$ cat src/rtl/block_pkg.sv
// Shared block geometry and pixel types for the 8x8 block datapath.
package block_pkg;

  localparam int BLOCK_SIZE = 8;

  typedef logic signed [7:0]      pix_t;
  typedef pix_t [BLOCK_SIZE-1:0] row_t;
  typedef logic [2:0]            idx_t;

  typedef struct packed {
    idx_t line;
    idx_t elem;
  } wpos_t;

endpackage

$ cat src/rtl/block_row_buffer_if.sv
// Beat-in / row-out bus of block_row_buffer; slave is the buffer, master the producer/consumer side.
interface block_row_buffer_if #(
  parameter int N = 2
);
  import block_pkg::*;

  logic              blk_valid;
  logic [N-1:0][7:0] blk_data_y;
  logic [N-1:0][7:0] blk_data_cr;
  logic [N-1:0][7:0] blk_data_cb;
  logic              blk_sob;
  logic              blk_eob;
  logic              blk_sof;

  logic              out_valid;
  logic              out_ready;
  row_t              out_y;
  row_t              out_cr;
  row_t              out_cb;
  idx_t              out_idx;
  logic              out_sof;
  logic              out_eob;

  modport slave (
    input  blk_valid, blk_data_y, blk_data_cr, blk_data_cb, blk_sob, blk_eob, blk_sof,
    input  out_ready,
    output out_valid, out_y, out_cr, out_cb, out_idx, out_sof, out_eob
  );

  modport master (
    output blk_valid, blk_data_y, blk_data_cr, blk_data_cb, blk_sob, blk_eob, blk_sof,
    output out_ready,
    input  out_valid, out_y, out_cr, out_cb, out_idx, out_sof, out_eob
  );

endinterface

$ cat src/rtl/block_bank.sv
// One 8x8 single-plane bank: N-lane write port and write-through row/column read mux.
// BLOCK_ROW_BUFFER_TRANSPOSE_EN selects column reads instead of row reads.
module block_bank
  import block_pkg::*;
#(
  parameter int N = 2
) (
  input  logic           clk,
  input  logic           we,
  input  idx_t           wr_line,
  input  idx_t           wr_col,
  input  pix_t [N-1:0]   wr_data,
  input  idx_t           rd_idx,
  output row_t           rd_row
);

  pix_t mem [BLOCK_SIZE][BLOCK_SIZE];

  always_ff @(posedge clk) begin
    if (we) begin
      for (int k = 0; k < N; k++) begin
        mem[wr_line][wr_col + idx_t'(k)] <= wr_data[k];
      end
    end
  end

  // Write-through so a row can be registered on the same edge that completes its block.
  always_comb begin
    for (int k = 0; k < BLOCK_SIZE; k++) begin
`ifdef BLOCK_ROW_BUFFER_TRANSPOSE_EN
      rd_row[k] = mem[idx_t'(k)][rd_idx];
      for (int j = 0; j < N; j++) begin
        if (we && wr_line == idx_t'(k) && (wr_col + idx_t'(j)) == rd_idx) begin
          rd_row[k] = wr_data[j];
        end
      end
`else
      rd_row[k] = mem[rd_idx][idx_t'(k)];
      for (int j = 0; j < N; j++) begin
        if (we && wr_line == rd_idx && (wr_col + idx_t'(j)) == idx_t'(k)) begin
          rd_row[k] = wr_data[j];
        end
      end
`endif
    end
  end

endmodule

$ cat src/rtl/block_row_buffer.sv
// Ping-pong 8x8 Y/Cr/Cb block buffer: N-lane beats in, level-shifted rows out with valid/ready.
// Define BLOCK_ROW_BUFFER_TRANSPOSE_EN to emit columns instead of rows.
module block_row_buffer
  import block_pkg::*;
#(
  parameter int N = 2
) (
  input  logic                clk,
  input  logic                rst_n,
  input  logic                en,
  block_row_buffer_if.slave   bus,
  output logic                err
);

  localparam idx_t LAST_ELEM = idx_t'(BLOCK_SIZE / N - 1);
  localparam idx_t LAST_LINE = idx_t'(BLOCK_SIZE - 1);

  function automatic pix_t level_shift(input logic [7:0] raw);
    return $signed({~raw[7], raw[6:0]});
  endfunction

  logic [1:0] full, full_n;
  logic [1:0] sof_flag, sof_n;
  logic       wr_bank, rd_bank, rd_bank_n;
  logic       dropping;
  wpos_t      wpos, cur_pos, adv_pos;
  idx_t       wr_col, idx_n;

  logic accept, hs, last_hs, wr_free, sob_reject, write_go;
  logic at_end, complete, malformed;

  logic [N-1:0][7:0] raw     [3];
  pix_t [N-1:0]      shifted [3];
  row_t              bank_rows [3][2];

  assign raw[0] = bus.blk_data_y;
  assign raw[1] = bus.blk_data_cr;
  assign raw[2] = bus.blk_data_cb;

  always_comb begin
    for (int p = 0; p < 3; p++) begin
      for (int k = 0; k < N; k++) begin
        shifted[p][k] = level_shift(raw[p][k]);
      end
    end
  end

  // Write side: position tracking, sob/eob validation, bank-busy rejection.
  assign accept     = en && bus.blk_valid;
  assign hs         = en && bus.out_valid && bus.out_ready;
  assign last_hs    = hs && bus.out_idx == LAST_LINE;
  assign wr_free    = !full[wr_bank] || (last_hs && rd_bank == wr_bank);
  assign sob_reject = accept && bus.blk_sob && !wr_free;
  assign write_go   = accept && wr_free && (bus.blk_sob || !dropping);

  assign cur_pos   = bus.blk_sob ? '0 : wpos;
  assign wr_col    = idx_t'(int'(cur_pos.elem) * N);
  assign at_end    = cur_pos.line == LAST_LINE && cur_pos.elem == LAST_ELEM;
  assign complete  = write_go && bus.blk_eob && at_end;
  assign malformed = write_go && bus.blk_eob && !at_end;

  always_comb begin
    adv_pos = cur_pos;
    if (cur_pos.elem == LAST_ELEM) begin
      adv_pos.elem = '0;
      adv_pos.line = cur_pos.line + 3'd1;
    end else begin
      adv_pos.elem = cur_pos.elem + 3'd1;
    end
  end

  always_comb begin
    full_n = full;
    if (last_hs)  full_n[rd_bank] = 1'b0;
    if (complete) full_n[wr_bank] = 1'b1;
    sof_n = sof_flag;
    if (write_go && bus.blk_sob) sof_n[wr_bank] = bus.blk_sof;
    rd_bank_n = rd_bank ^ last_hs;
    if (last_hs)  idx_n = '0;
    else if (hs)  idx_n = bus.out_idx + 3'd1;
    else          idx_n = bus.out_idx;
  end

  for (genvar p = 0; p < 3; p++) begin : g_plane
    for (genvar b = 0; b < 2; b++) begin : g_bank
      block_bank #(.N(N)) u_bank (
        .clk     (clk),
        .we      (write_go && wr_bank == 1'(b)),
        .wr_line (cur_pos.line),
        .wr_col  (wr_col),
        .wr_data (shifted[p]),
        .rd_idx  (idx_n),
        .rd_row  (bank_rows[p][b])
      );
    end
  end

  // Read side: output registers load the next row whenever the current one is not held.
  always_ff @(posedge clk or negedge rst_n) begin
    if (!rst_n) begin
      full          <= '0;
      sof_flag      <= '0;
      wr_bank       <= 1'b0;
      rd_bank       <= 1'b0;
      wpos          <= '0;
      dropping      <= 1'b0;
      err           <= 1'b0;
      bus.out_valid <= 1'b0;
      bus.out_idx   <= '0;
      bus.out_sof   <= 1'b0;
      bus.out_eob   <= 1'b0;
      bus.out_y     <= '0;
      bus.out_cr    <= '0;
      bus.out_cb    <= '0;
    end else begin
      full     <= full_n;
      sof_flag <= sof_n;
      rd_bank  <= rd_bank_n;
      if (complete) wr_bank <= ~wr_bank;

      if (write_go)        wpos <= bus.blk_eob ? '0 : adv_pos;
      else if (sob_reject) wpos <= '0;

      if (accept) begin
        if (bus.blk_sob)      dropping <= !wr_free && !bus.blk_eob;
        else if (bus.blk_eob) dropping <= 1'b0;
      end

      if (sob_reject || malformed) err <= 1'b1;

      bus.out_valid <= full_n[rd_bank_n];
      if (en && (!bus.out_valid || bus.out_ready)) begin
        bus.out_idx <= idx_n;
        bus.out_sof <= full_n[rd_bank_n] && idx_n == '0 && sof_n[rd_bank_n];
        bus.out_eob <= full_n[rd_bank_n] && idx_n == LAST_LINE;
        if (full_n[rd_bank_n]) begin
          bus.out_y  <= bank_rows[0][rd_bank_n];
          bus.out_cr <= bank_rows[1][rd_bank_n];
          bus.out_cb <= bank_rows[2][rd_bank_n];
        end
      end
    end
  end

endmodule

$ cat src/flat_wrapper.sv
// flat-port wrapper written by rule: the top's interface ports become plain ports
module block_row_buffer_flat import block_pkg::*;
#(
  parameter int N = 2
)
  (clk, rst_n, en, err, bus_blk_valid, bus_blk_data_y, bus_blk_data_cr, bus_blk_data_cb, bus_blk_sob, bus_blk_eob, bus_blk_sof, bus_out_ready, bus_out_valid, bus_out_y, bus_out_cr, bus_out_cb, bus_out_idx, bus_out_sof, bus_out_eob);
  block_row_buffer_if #(.N(N)) bus_i ();
  input  logic clk;
  input  logic rst_n;
  input  logic en;
  output logic err;
  input wire logic [$bits(bus_i.blk_valid)-1:0] bus_blk_valid;
  input wire logic [$bits(bus_i.blk_data_y)-1:0] bus_blk_data_y;
  input wire logic [$bits(bus_i.blk_data_cr)-1:0] bus_blk_data_cr;
  input wire logic [$bits(bus_i.blk_data_cb)-1:0] bus_blk_data_cb;
  input wire logic [$bits(bus_i.blk_sob)-1:0] bus_blk_sob;
  input wire logic [$bits(bus_i.blk_eob)-1:0] bus_blk_eob;
  input wire logic [$bits(bus_i.blk_sof)-1:0] bus_blk_sof;
  input wire logic [$bits(bus_i.out_ready)-1:0] bus_out_ready;
  output wire logic [$bits(bus_i.out_valid)-1:0] bus_out_valid;
  output wire logic [$bits(bus_i.out_y)-1:0] bus_out_y;
  output wire logic [$bits(bus_i.out_cr)-1:0] bus_out_cr;
  output wire logic [$bits(bus_i.out_cb)-1:0] bus_out_cb;
  output wire logic [$bits(bus_i.out_idx)-1:0] bus_out_idx;
  output wire logic [$bits(bus_i.out_sof)-1:0] bus_out_sof;
  output wire logic [$bits(bus_i.out_eob)-1:0] bus_out_eob;
  assign bus_i.blk_valid = bus_blk_valid;
  assign bus_i.blk_data_y = bus_blk_data_y;
  assign bus_i.blk_data_cr = bus_blk_data_cr;
  assign bus_i.blk_data_cb = bus_blk_data_cb;
  assign bus_i.blk_sob = bus_blk_sob;
  assign bus_i.blk_eob = bus_blk_eob;
  assign bus_i.blk_sof = bus_blk_sof;
  assign bus_i.out_ready = bus_out_ready;
  assign bus_out_valid = bus_i.out_valid;
  assign bus_out_y = bus_i.out_y;
  assign bus_out_cr = bus_i.out_cr;
  assign bus_out_cb = bus_i.out_cb;
  assign bus_out_idx = bus_i.out_idx;
  assign bus_out_sof = bus_i.out_sof;
  assign bus_out_eob = bus_i.out_eob;
  block_row_buffer #(.N(N)) u_core (.clk(clk), .rst_n(rst_n), .en(en), .bus(bus_i), .err(err));
endmodule
$ cat config.mk
export PLATFORM = sky130hd
export DESIGN_NAME = block_row_buffer_flat
export DESIGN_NICKNAME = d
export VERILOG_FILES = /design/src/rtl/block_pkg.sv /design/src/rtl/block_row_buffer_if.sv /design/src/rtl/block_bank.sv /design/src/rtl/block_row_buffer.sv /design/src/flat_wrapper.sv
export SDC_FILE = /design/constraint.sdc
export NUM_CORES = 2
export LEC_CHECK = 0
export ABC_AREA = 1
export BUFFER_PORTS_ARGS = -buffer_cell sky130_fd_sc_hd__buf_4
export CAP_MARGIN = 30
export CELL_PAD_IN_SITES_DETAIL_PLACEMENT = 1
export CELL_PAD_IN_SITES_GLOBAL_PLACEMENT = 1
export CORE_ASPECT_RATIO = 1.75
export CORE_MARGIN = 5
export CORE_UTILIZATION = 50
export CTS_BUF_LIST = sky130_fd_sc_hd__clkbuf_4 sky130_fd_sc_hd__clkbuf_8
export DETAILED_ROUTE_END_ITERATION = 8
export PLACE_DENSITY_LB_ADDON = 0.1
export SYNTH_ARGS = -nofsm -noshare
export SYNTH_HDL_FRONTEND = slang
export SYNTH_SLANG_ARGS = --single-unit
export TNS_END_PERCENT = 1
$ cat constraint.sdc
create_clock -name clk -period 12.05 [get_ports clk]
set_clock_uncertainty 0.15 [all_clocks]
set_input_delay 1.205 -clock clk [delete_from_list [all_inputs] [get_ports clk]]
set_output_delay 1.205 -clock clk [all_outputs]
set_load 0.02 [all_outputs]
# Word level (Yosys, flattened, before mapping)
# Memories as Yosys holds them, arrays and structs flattened.
# Index checks and enable logic that the tools add are counted.
# totals
in_bits	56
register_bits	212
mem_bits_rw	3072
output_inout_bits	199
memories	6
word_cells	1037
# classes
n_eq_ne	16
n_lt_le_gt_ge	10
reduce_logical	68
addsub	4
n_mux	499
n_bitwise	398
# memory_table
memory	words	word_bits	rd	rd_ports_with_merged_regs	write_ports	line	source
u_core.g_plane[0].g_bank[0].u_bank.mem	8	64	1	0	1	block_bank.sv:17	pix_t mem [BLOCK_SIZE][BLOCK_SIZE];
u_core.g_plane[0].g_bank[1].u_bank.mem	8	64	1	0	1	block_bank.sv:17	
u_core.g_plane[1].g_bank[0].u_bank.mem	8	64	1	0	1	block_bank.sv:17	
u_core.g_plane[1].g_bank[1].u_bank.mem	8	64	1	0	1	block_bank.sv:17	
u_core.g_plane[2].g_bank[0].u_bank.mem	8	64	1	0	1	block_bank.sv:17	
u_core.g_plane[2].g_bank[1].u_bank.mem	8	64	1	0	1	block_bank.sv:17	
# ops
cell	count
64-bit 2-to-1 mux	13
8-bit 2-to-1 mux	74
1-bit 2-to-1 mux	396
1-bit OR	384
1-bit logical AND	51
8-bit demux with 3-bit select	2
6-bit 2-to-1 mux	4
3-bit equality test, second input constant	7
3-bit by 1-bit adder with 3-bit output, second input constant	4
3-bit 2-to-1 mux	4
3-bit by 2-bit equality test with 1-bit output, second input constant	3
3-bit zero test	3
4-bit greater-or-equal comparator, second input constant	2
4-bit by 1-bit less-than comparator with 1-bit output, second input constant	2
3-bit NOT with 4-bit output	2
1-bit NOT	7
1-bit zero test	6
1-bit by 2-bit less-than comparator with 1-bit output, second input constant	3
2-bit 2-to-1 mux	3
2-bit equality test, second input constant	2
1-bit logical OR	4
2-bit AND reduction	2
2-bit nonzero test	2
3-bit by 1-bit equality test with 1-bit output, second input constant	1
other kinds (12)	14

# Longest topological paths before layout
# depth
word_depth	15
depth_mapped	20
depth_no_buf	17

# Cells and area by module
# Synthesis repeated with hierarchy kept, for this count alone.
# hier_totals
cells_unflattened	15750
area_unflattened_um2	153598.6
# modules_own_cells
mod	area_each_um2	n_inst	seq_area_each_um2	cells_per_inst
block_bank (u_core.g_plane[1].g_bank[0].u_bank ...)	23671.5	2	15374.7	2343
block_bank (u_core.g_plane[2].g_bank[0].u_bank)	23933.0	1	15374.7	2410
block_bank (u_core.g_plane[2].g_bank[1].u_bank)	23755.3	1	15374.7	2373
block_bank (u_core.g_plane[0].g_bank[1].u_bank)	23548.8	1	15374.7	2323
block_bank (u_core.g_plane[0].g_bank[0].u_bank)	23523.8	1	15374.7	2338
block_row_buffer	11494.8	1	5305.1	1620

# Worst setup path after synthesis
# No wires, ideal clock.
# synth_timing
path_type	input -> register
from	input port bus_out_ready
to	memory u_core.g_plane[0].g_bank[0].u_bank.mem[0][0] in the netlist's numbering, enable pin
arrival_ns	4.477
n_path_buf	1
setup_slack_ns	6.969
t_required_ns	11.446
stages	9
setup_ns	0.454
path_cell_list	nand3_2 -> nor2_2 -> nand2_1 -> nand2_1 -> nand3_1 -> nor2_2 -> clkbuf_1 -> inv_1 -> nor2_1
# synth_between
elab_chain_cells	10
elab_cells_between_ends	11
classes_between	3 x mux; 1 x bitwise; 7 x reduce/logical
# synth_rtl
element	line	source
start: declaration	flat_wrapper.sv:19	input wire logic [$bits(bus_i.out_ready)-1:0] bus_out_ready;
1-bit logical AND (*)	block_row_buffer.sv:50	assign hs = en && bus.out_valid && bus.out_ready;
1-bit logical AND (*)	block_row_buffer.sv:51	assign last_hs = hs && bus.out_idx == LAST_LINE;
1-bit logical AND (*)	block_row_buffer.sv:52	assign wr_free = !full[wr_bank] || (last_hs && rd_bank == wr_bank);
1-bit logical OR (*)	block_row_buffer.sv:52	
1-bit logical AND (*) (2 in a row)	block_row_buffer.sv:54	assign write_go = accept && wr_free && (bus.blk_sob || !dropping);
1-bit logical AND (*)	block_row_buffer.sv:88	.we (write_go && wr_bank == 1'(b)),
1-bit 2-to-1 mux (*)	block_bank.sv:20	if (we) begin
64-bit 2-to-1 mux (implied by the code)	block_bank.sv:22	mem[wr_line][wr_col + idx_t'(k)] <= wr_data[k];
1-bit OR (no line) (*)	-	
end: declaration	block_bank.sv:17	
# Every way passes the cells marked *; elsewhere a longest branch is shown, timed or not.

# Worst setup path after layout
# layout_timing
from	register u_core.bus.out_idx[0]
to	register u_core.bus.out_cb[50]
# layout_between
elab_chain_cells	14
elab_cells_between_ends	37
classes_between	1 x add/sub; 2 x eq/ne; 13 x mux; 3 x bitwise; 16 x reduce/logical; 2 x memory
# layout_rtl
element	line	source
start: declaration	block_row_buffer_if.sv:27	output out_valid, out_y, out_cr, out_cb, out_idx, out_sof, out_eob
start signal: assignment	block_row_buffer.sv:133	bus.out_idx <= idx_n;
parallel branches: the longest is 14 deep, another holds memory 8 x 64 bit	-	
end signal: assignment	block_row_buffer.sv:139	bus.out_cb <= bank_rows[2][rd_bank_n];
end: declaration	block_row_buffer_if.sv:27	
# Parallel ways; which one is timed is not known. The select of a mux whose other input is x is not followed.
# A chain may end at the register's enable or synchronous reset.

==> run_results.csv <==
group,metric,value,unit
detailed_routing,ant_nets,0,
finish,area_growth,11.8,%
synth,ys_ff_latch,3284,
detailed_routing,dr.pass1.iters,6,
critical_path,cpLargestDelayFamily,"buffers and inverters",
critical_path,slowest_stage,"buf_4",
min_path,min_path_type,"in2reg",
timing,setup_tns,0,ps
timing,fin_crit,6150,ps
timing,whs,242,ps
clocking,clk_pin_slew,70,ps
global_route,grt_max_degree,184,
global_route,grtUsageTotal,37.9,%
synth,yosysWarnings,0,
critical_path,worstSetupPathType,"reg2reg",
synth,syn-num-nets,13000,
floorplanning,design.core.area,277000,sq um
synth,muxShareOfSynthArea,0.00720,%
synth,synth_fa_ha_area_share,0.0720,%
synth,synth_top_family_by_area,"simple AND/OR/NAND/NOR gates",
critical_path,critical_path.cell_chain,"ha_1 -> ha_1 -> inv_1 -> nand2_1 -> nand2_1 -> nand2_4 -> inv_8 -> buf_4 -> buf_4 -> buf_4 -> nand3_1 -> nand3_1 -> nand3_1 -> nand2_1 -> nand2_1 -> nand2_1 -> nand2_1",
timing,period_share,51.0,%
synth,yosys.area_share.simple,24.9,%
clocking,cts_buffers,473,
global_route,grt_pass1_wl,789,mm
detailed_routing,routed_wl,561,mm
synth,synth-xor-area-share,0.0126,%
synth,synth_seq_area_share,70.2,%
synth,ys_types,28,
timing,worst_pin_slew,1440,ps
clocking,postCtsSetupBuffers,0,
finish,final_cell_mix,"nand2_1, nand3_1, edfxtp_1",
detailed_routing,post_drt_via_cell_ratio,6.37,
finish,final_common_cell,"nand2_1",
detailed_routing,drt_iter0_markers,12200,
clocking,cts_tree,"built",
finish,finalInstanceArea,155000,sq um
placed_design,routabilityCongestion,0.871,
detailed_routing,routedWlPerCell,32.9,microns
timing,drv_slew,0,
power_and_ir_drop,vdd_drop_max,0.104,mV
finish,fin_util,56.0,%
critical_path,cp_common_cell,"nand2_1",
clocking,cts.sinks,3284,
finish,drive_gt1_share,10.9,%
floorplanning,ios,255,
timing,hold_viol,0,
detailed_routing,routed-via-count,109000,
critical_path,start_kind,"flop",
critical_path,cp.required,12840,ps
finish,nNetsFinal,13100,
synth,avgSynthCellArea,10.7,sq um
floorplanning,dieWidth,409,microns
floorplanning,start_util,50.1,%
synth,synthesis.area,139000,sq um
timing,rsz0062_at_grt,"no",
floorplanning,die_h,708,microns
power_and_ir_drop,powerDensity,163,nW/um^2
critical_path,cp_max_fo,97,
synth,synth_compound_area_share,0.775,%
timing,slew-limit-headroom,4.15,%
critical_path,cp-end-kind,"flop",
power_and_ir_drop,p_total,25300,uW
placed_design,hpwl,316,mm
global_route,grt_pass1_vias,112000,
critical_path,arrival,6940,ps
placed_design,io_buffers,254,
outcome,outcome,"complete, no violations",
floorplanning,row_count,256,
critical_path,max_stage_delay,860,ps
power_and_ir_drop,p_leak,0.0593,uW
timing,final-setup-viol-count,0,
clocking,cts_buffer_depth,4,
flow_run,drv_cap,0,
timing,max_clock_freq,163,MHz
clocking,clkLatencyLatePin,1070,ps
clocking,h-tree-depth,5,
clocking,root_buffer,"clkbuf_8",
floorplanning,design.die.area,289000,sq um
critical_path,crit_buf_inv,5,
detailed_routing,drcViolationCount,0,
global_route,grt_antenna_before_repair,50,
global_route,globalRouteOverflowTotal,0,
placed_design,dpl_cell_area,145000,sq um
synth,netlist_instances,13000,
[power breakdown]
| part | switching [uW] | internal, uW |
|---|---|---|
| sequential | 87.3 | 12600 |
| clock | 4470 | 5000 |
| combinational | 2340 | 796 |
| total | 6900 | 18400 |
[layout make-up]
type	count	area (sq um)
inverter	474	1810
antenna	35	87.6
clock buffer	684	8530
tap	3612	4520
fill	29400	122000
multi-input combinational	8269	36400
clock inverter	196	1470
timing repair buffer	531	5050
sequential	3284	97600
[cells in the mapped netlist (all sizes together)]
master	number	share of area, %
buf	392	1.3
xnor2	1	0.0063
edfxtp	3072	66
dfrtp	212	3.8
inv	473	1.3
nand4	3	0.013
clkbuf	543	1.5
a21boi	1	0.013
nor2	90	0.26
nand2	4483	12
o31ai	1	0.0054
nand3	3471	12
clkinv	1	0.0027
o22ai	5	0.022
ha	8	0.072
a21oi	2	0.0072
xor2	1	0.0063
o311ai	1	0.0063
mux2i	1	0.0072
nor3	1	0.0036
o21ai	200	0.72
[worst paths after layout]
check / from / to / slack [ps] / cells after the start
max: u_core.bus.out_idx[0]$_DFFE_PN0P_ / u_core.bus.out_cb[50]$_DFFE_PN0P_ / 5900 / 17
min: bus_blk_eob / u_core.dropping$_DFFE_PN0P_ / 240 / 2
max reg2reg: u_core.bus.out_idx[0]$_DFFE_PN0P_ / u_core.bus.out_cb[50]$_DFFE_PN0P_ / 5900 / 17
min reg2reg: u_core.bus.out_y[32]$_DFFE_PN0P_ / u_core.bus.out_y[32]$_DFFE_PN0P_ / 330 / 2
max in group asynchronous: rst_n / u_core.bus.out_cr[14]$_DFFE_PN0P_ / 9060 / 4
min in group asynchronous: rst_n / u_core.bus.out_cr[23]$_DFFE_PN0P_ / 540 / 2
[cells by family (layout without fill, tap and decap cells)]
family,after synthesis,in the layout
flip-flops,3284,3284
multiplexers,1,1
other,0,35
XOR/XNOR,2,2
buffers and inverters,1409,1885
AO/OA/AOI/OAI,210,210
AND/OR/NAND/NOR,8048,8048
adder cells (fa/ha/maj),8,8
[timing repair]
action	CTS	global route
resized for setup	0	0
hold endpoints to repair	22	0
hold buffers	1	0
setup endpoints to repair	0	0
[worst reg2reg max path: stages, from the launching register on]
cell and delay [ps]:
dfrtp_1 420, ha_1 220, ha_1 190, inv_1 180, nand2_1 90, nand2_1 120, nand2_4 420, inv_8 880
buf_4 700, buf_4 890, buf_4 860, nand3_1 170, nand3_1 120, nand3_1 90, nand2_1 170, nand2_1 70
nand2_1 180, nand2_1 100
[sequential cells by signal, indices dropped and copies added, names as in the netlist]
name	cells
u_core.g_plane.g_bank.u_bank.mem	3072
u_core.bus.out_cb	64
u_core.bus.out_cr	64
u_core.bus.out_y	64
u_core.wpos	6
u_core.bus.out_idx	3
u_core.full	2
u_core.sof_flag	2
u_core.bus.out_eob	1
u_core.bus.out_sof	1
u_core.bus.out_valid	1
u_core.dropping	1
u_core.err	1
u_core.rd_bank	1
u_core.wr_bank	1
[routing by layer]
layer / wire [microns] / GRT usage, % / share of wire (%) / vias to the layer above
met5: 220 / 0 / 0.039 / -
met4: 42300 / 25.1 / 7.5 / 34
met3: 56100 / 8.47 / 10 / 1744
met2: 268000 / 62.8 / 48 / 6526
met1: 195000 / 44.4 / 35 / 55600
li1: - / - / - / 45000
[metrics by stage]
stage | setup slack (ps) | cells
2_1_floorplan | 6970 | 13000
3_3_place_gp | 5540 | 16100
3_5_place_dp | 5460 | 16200
4_1_cts | 5960 | 17000
5_1_grt | 5730 | 17100
6_report | 5900 | 17100
(Power assumes the default switching activity.)
